$ cat src/rtl/lvds_pkg.sv
// Shared types and defaults for the LVDS word-alignment controller.
package lvds_pkg;

  typedef enum logic [2:0] {
    ST_IDLE   = 3'd0,
    ST_CHECK  = 3'd1,
    ST_SLIP   = 3'd2,
    ST_WAIT   = 3'd3,
    ST_LOCKED = 3'd4,
    ST_FAIL   = 3'd5
  } align_state_e;

  localparam logic [9:0]  TRAIN_PATTERN_DEF = 10'h3F8;
  localparam int unsigned SLIP_WAIT_DEF     = 3;

endpackage

$ cat src/rtl/lvds_word_align.sv
// Word-alignment controller for the deserialiser output: slips the word boundary
// until the training pattern is seen MATCH_COUNT times in a row, then forwards data.
module lvds_word_align
  import lvds_pkg::*;
#(
  parameter int unsigned            DATA_WIDTH    = 10,
  parameter logic [DATA_WIDTH-1:0]  TRAIN_PATTERN = TRAIN_PATTERN_DEF,
  parameter int unsigned            MATCH_COUNT   = 16,
  parameter int unsigned            SLIP_WAIT     = SLIP_WAIT_DEF,
  localparam int unsigned           SCW           = $clog2(DATA_WIDTH + 1),
  localparam int unsigned           MCW           = $clog2(MATCH_COUNT + 1),
  localparam int unsigned           WCW           = (SLIP_WAIT > 1) ? $clog2(SLIP_WAIT) : 1
) (
  input  logic                  clk,
  input  logic                  reset,
  input  logic [DATA_WIDTH-1:0] data_in,
  input  logic                  align_en,
  output logic                  bitslip,
  output logic [DATA_WIDTH-1:0] data_out,
  output logic                  data_valid,
  output logic                  aligned,
  output logic                  align_fail,
  output logic [SCW-1:0]        slip_cnt
);

  localparam logic [MCW-1:0] MATCH_MAX = MCW'(MATCH_COUNT);
  localparam logic [SCW-1:0] SLIP_MAX  = SCW'(DATA_WIDTH);
  localparam logic [WCW-1:0] WAIT_LAST = WCW'(SLIP_WAIT - 1);

  align_state_e          state_q, state_d;
  logic [MCW-1:0]        match_cnt_q, match_cnt_d;
  logic [WCW-1:0]        wait_cnt_q, wait_cnt_d;
  logic [SCW-1:0]        slip_cnt_q, slip_cnt_d;
  logic [DATA_WIDTH-1:0] data_out_q;
  logic                  bitslip_q;
  logic                  aligned_q;
  logic                  data_valid_q;
  logic                  align_fail_q;

  // Next-state and counter logic; dropping align_en overrides every transition.
  always_comb begin
    state_d     = state_q;
    match_cnt_d = match_cnt_q;
    wait_cnt_d  = wait_cnt_q;
    slip_cnt_d  = slip_cnt_q;
    if (!align_en) begin
      state_d     = ST_IDLE;
      match_cnt_d = {MCW{1'b0}};
      wait_cnt_d  = {WCW{1'b0}};
      slip_cnt_d  = {SCW{1'b0}};
    end else begin
      case (state_q)
        ST_IDLE: begin
          match_cnt_d = {MCW{1'b0}};
          slip_cnt_d  = {SCW{1'b0}};
          state_d     = ST_CHECK;
        end
        ST_CHECK: begin
          if (data_in == TRAIN_PATTERN) begin
            if (match_cnt_q != MATCH_MAX) begin
              match_cnt_d = match_cnt_q + 1'b1;
            end else begin
              match_cnt_d = match_cnt_q;
            end
            if (match_cnt_d == MATCH_MAX) begin
              state_d = ST_LOCKED;
            end else begin
              state_d = ST_CHECK;
            end
          end else begin
            match_cnt_d = {MCW{1'b0}};
            // Every boundary position has been tried once the slip count saturates.
            if (slip_cnt_q == SLIP_MAX) begin
              state_d = ST_FAIL;
            end else begin
              state_d = ST_SLIP;
            end
          end
        end
        ST_SLIP: begin
          if (slip_cnt_q != SLIP_MAX) begin
            slip_cnt_d = slip_cnt_q + 1'b1;
          end else begin
            slip_cnt_d = slip_cnt_q;
          end
          wait_cnt_d = {WCW{1'b0}};
          state_d    = ST_WAIT;
        end
        ST_WAIT: begin
          if (wait_cnt_q == WAIT_LAST) begin
            wait_cnt_d = {WCW{1'b0}};
            state_d    = ST_CHECK;
          end else begin
            wait_cnt_d = wait_cnt_q + 1'b1;
            state_d    = ST_WAIT;
          end
        end
        ST_LOCKED: state_d = ST_LOCKED;
        ST_FAIL:   state_d = ST_FAIL;
        default:   state_d = ST_IDLE;
      endcase
    end
  end

  // State, counters and registered outputs; status flags decode the upcoming state.
  always_ff @(posedge clk or negedge reset) begin
    if (!reset) begin
      state_q      <= ST_IDLE;
      match_cnt_q  <= {MCW{1'b0}};
      wait_cnt_q   <= {WCW{1'b0}};
      slip_cnt_q   <= {SCW{1'b0}};
      data_out_q   <= {DATA_WIDTH{1'b0}};
      bitslip_q    <= 1'b0;
      aligned_q    <= 1'b0;
      data_valid_q <= 1'b0;
      align_fail_q <= 1'b0;
    end else begin
      state_q      <= state_d;
      match_cnt_q  <= match_cnt_d;
      wait_cnt_q   <= wait_cnt_d;
      slip_cnt_q   <= slip_cnt_d;
      data_out_q   <= data_in;
      bitslip_q    <= (state_d == ST_SLIP);
      aligned_q    <= (state_d == ST_LOCKED);
      data_valid_q <= (state_q == ST_LOCKED) && (state_d == ST_LOCKED);
      align_fail_q <= (state_d == ST_FAIL);
    end
  end

  assign bitslip    = bitslip_q;
  assign data_out   = data_out_q;
  assign data_valid = data_valid_q;
  assign aligned    = aligned_q;
  assign align_fail = align_fail_q;
  assign slip_cnt   = slip_cnt_q;

endmodule

$ cat config.mk
export PLATFORM = sky130hd
export DESIGN_NAME = lvds_word_align
export DESIGN_NICKNAME = d
export VERILOG_FILES = /design/src/rtl/lvds_pkg.sv /design/src/rtl/lvds_word_align.sv
export SDC_FILE = /design/constraint.sdc
export NUM_CORES = 1
export LEC_CHECK = 0
export BUFFER_PORTS_ARGS = -buffer_cell sky130_fd_sc_hd__buf_2
export CAP_MARGIN = 20
export CORE_MARGIN = 4
export CORE_UTILIZATION = 47
export DETAILED_ROUTE_END_ITERATION = 12
export GPL_TIMING_DRIVEN = 0
export HOLD_SLACK_MARGIN = 0.15
export PLACE_DENSITY = 0.74
export SLEW_MARGIN = 40
export SYNTH_ARGS = -nofsm -noshare
export SYNTH_HDL_FRONTEND = slang
export SYNTH_SLANG_ARGS = --single-unit
$ cat constraint.sdc
create_clock -name clk -period 1.85 [get_ports clk]
set_input_delay 0.185 -clock clk [delete_from_list [all_inputs] [get_ports clk]]
set_output_delay 0.185 -clock clk [all_outputs]
set_load 0.01 [all_outputs]
==> impl.org <==
** Power and ir drop
- After layout, the design draws a total of 1190 uW.
- Reported leakage power :: 0.000828 uW
- VDD sags by at most 0.630 mV.
- Pwr Density :: 675 nW/um^2

** Routing
- Number of vias after detailed routing :: 1257
- Remaining routing DRC violations :: 0
- Via density per instance :: 5.93
- DR WL/cell :: 16.0 microns
- Violation count after the first detailed-routing iteration :: 77
- Wire length after detailed routing :: 3.40 mm
- The first detailed-routing pass took 4 iterations.
- Count of nets left with antenna violations after detail routing :: 0

** STA
- RSZ-0062 raised after global routing :: yes
- Max-slew violation total from the final report :: 0
- Final clock skew :: 0.0137 ns
- Maximum clock rate :: 551 MHz
- Measured against its own limit, the worst slew margin works out to 59.8%.
- Setup violations remaining at the end of the flow were counted as 0.
- Summed over all failing endpoints, the final setup total negative slack is 0 ns.
- Slew at the pin closest to its max-slew limit :: 0.603 ns
- For the finished layout, the period the worst path requires is 1.81 ns.
- Final worst-path setup slack :: 0.0356 ns
- The final hold violation count is 0.
- Final period utilization :: 98.1%

** Place
- Final HPWL DP :: 2.16 mm
- IO buf count :: 30
- Worst-case setup slack after placement :: -0.228 ns
- Number of placed instances, taps included :: 195
- GPL Wtd Cong :: 0.905

** Setup path
- Endpoint of the most critical register-to-register path :: align_fail$_DFF_PN0_
- In this run the worst path has a maximum fanout of 9.
- Register-to-Register Setup Slack :: 0.06 ns
- Tracing the worst setup path back leads to its startpoint at data_in[4].
- Critical Path Start Type :: input pin
- Critical path capture point type :: flop
- The worst register-to-register path begins at match_cnt_q[0]$_DFFE_PN0P_.
- Arrival time of data at the critical path endpoint :: 2.06 ns
- STA puts the critical path data required time at 2.09 ns.
- Path depth of the worst reg2reg path :: 7
- The worst setup path is of the in2reg kind.
- In this run the worst setup path terminates at align_fail$_DFF_PN0_.

** CTS
- After clock tree synthesis, the clock-pin slew on the worst setup and hold paths is 0.16 ns.
- Num Clock Sinks :: 28
- The clock reaches the later pin of the worst-skew pair after 0.34 ns.
- Clock tree synthesis inserted a total of 3 buffers.
- H-tree depth :: 1
- TritonCTS built the clock tree.
- Clock tree root driver cell :: sky130_fd_sc_hd__clkbuf_4
- Deepest clock path buffer count :: 2

** GRT
- Wire length of the first global-routing pass :: 5.65 mm
- For this run, the total global-route usage over all layers was measured as 20.4%.
- The via count of the first global-routing pass came to 1173.
- Maximum number of pins on one net before global-route repair :: 29
- Number of antenna violations at the first check in global routing :: 0
- Total gr overflow :: 0

** Layout
- Non-Filler Instances :: 212
- Leaving out fill and tap cells, the most frequent cells in the layout are sky130_fd_sc_hd__buf_2, sky130_fd_sc_hd__dfrtp_1, sky130_fd_sc_hd__nand2_1.
- Net count reported at finish :: 199
- Area growth from synthesis to layout :: 31.0%
- Most common cell after layout, fill and taps aside :: sky130_fd_sc_hd__buf_2
- The repair_antennas step left the layout with diodes totalling 0.
- Fraction of final layout cells with drive strength greater than 1 :: 30.4%

** Run status
- The flow ran to the end, and the final reports show no timing, DRC or antenna violations.

** Logic synthesis
- In this run the cell area of the synthesized design comes to 1350 sq um.
- Yosys mapped a number of flops with a built-in enable equal to 0.
- In the synthesized netlist, the number of instances is 134.
- Top post-synthesis cells by area :: sky130_fd_sc_hd__dfrtp_1, sky130_fd_sc_hd__nand2_1, sky130_fd_sc_hd__nor2_1
- Number of library cell types mapped by synthesis :: 41
- When the netlist entered floorplanning its net count stood at 151.
- Top cell type by total area after synthesis :: sky130_fd_sc_hd__dfrtp_1
- Async set-or-reset flop fraction in the synthesized netlist :: 100%
- Yosys printed 0 warnings.
- Flip-flop cell with the highest count after synthesis :: sky130_fd_sc_hd__dfrtp_1
- Synth Area per Inst :: 10.0 sq um
- In this run, synthesis produced a sequential element count of 28.
- The share of the Yosys chip area taken by registers is 52.0%.
- The share of synthesized area in the top cell type comes to 52.0%.

** Floorplanning
- The core region is 2760 sq um.
- Initial Utilization :: 48.8%
- Die height :: 61.5 microns
- The floorplan step defined a die boundary enclosing 3780 sq um.
- Boundary pin count :: 31
- The die is 61.5 microns wide.
- After floorplanning, the core was divided into 19 placement rows.

** Run
- The tool flagged a number of max-cap violations equal to 0.

** Min path
- The tightest min-delay check is of the in2reg type.
==> critical path, stage by stage <==
cell and delay, ns:
sky130_fd_sc_hd__dlygate4sd3_1 0.53, sky130_fd_sc_hd__buf_2 0.12, sky130_fd_sc_hd__nand2_1 0.07, sky130_fd_sc_hd__or4_1 0.55
sky130_fd_sc_hd__buf_6 0.17, sky130_fd_sc_hd__nand2_4 0.08, sky130_fd_sc_hd__o21bai_4 0.07, sky130_fd_sc_hd__nor4_2 0.28
==> cells by family after synthesis <==
family / synth area share [%]
AND/OR/NAND/NOR: 22.5
AO/OA/AOI/OAI: 15.8
flip-flops: 52.0
buffers and inverters: 3.90
adder cells (fa/ha/maj): 3.72
XOR/XNOR: 1.30
multiplexers: 0.744
==> synth_stat cells, drive strengths merged, types with 3 or more instances <==
cell type   n
o21ai      13
dfrtp      28
inv         5
nand2      19
a22oi       5
nand2b      3
a21oi       3
nand3       3
nor2       17
nor4        3
o31ai       3
ha          4
==> layer usage <==
layer	share of wire [%]	vias up	global-route usage [%]
li1	-	570	-
met3	7.7	10	3.77
met2	53	77	35.6
met5	0	-	0
met1	37	600	25.2
met4	2.3	0	6.97
==> where the power goes <==
part           total, uW  leakage (uW)  switching, uW  internal, uW
combinational        140      0.000437           80.6          59.8
clock                405     0.0000279            185           219
sequential           645      0.000363           13.9           631
total               1190      0.000828            280           910
==> area by class of cell <==
type | count | area, sq um
clock buffers | 3 | 22.5
clock inverters | 1 | 30.0
plain buffers | 2 | 18.8
fillers | 241 | 993
repair buffers | 44 | 283
multi-input cells | 97 | 647
flip-flops and latches | 28 | 702
inverters | 6 | 22.5
well taps | 31 | 38.8
==> registers in the layout, indices dropped and copies added, names as in the netlist <==
signal	cells
bitslip	1
wait_cnt_q	2
align_fail	1
state_q	3
slip_cnt	4
aligned	1
data_out	10
match_cnt_q	5
data_valid	1
==> worst min-delay path by stage <==
| stage | start | endpoint | slack [ns] | cells past startpoint |
|---|---|---|---|---|
| finish | align_en | state_q[1]$_DFF_PN0_ | 0.22 | 3 |
| global route | align_en | slip_cnt[3]$_DFFE_PN0P_ | 0.25 | 3 |
| CTS | align_en | state_q[1]$_DFF_PN0_ | 0.23 | 3 |
| detailed placement | reset | align_fail$_DFF_PN0_ | 0.23 | 1 |
| global placement | reset | aligned$_DFF_PN0_ | 0.23 | 1 |
| floorplan | reset | align_fail$_DFF_PN0_ | -0.11 | 0 |
==> through the flow <==
step,cell area (sq um),hold slack [ns],util [%]
6_report,1760,0.223,64.0
5_1_grt,1760,0.255,64.0
4_1_cts,1710,0.234,62.0
3_5_place_dp,1540,0.231,55.7
3_3_place_gp,1540,0.226,55.7
2_1_floorplan,1350,-0.111,-
==> what timing repair did <==
action                                  CTS  global route
pin swaps                                 0             5
setup buffers                             0             3
hold buffers                             11             0
resized for setup                         4             9
cloned                                    0             0
endpoints found under the hold margin    38             0
endpoints found under the setup margin    4             4
Power figures use the tool's default switching activity.
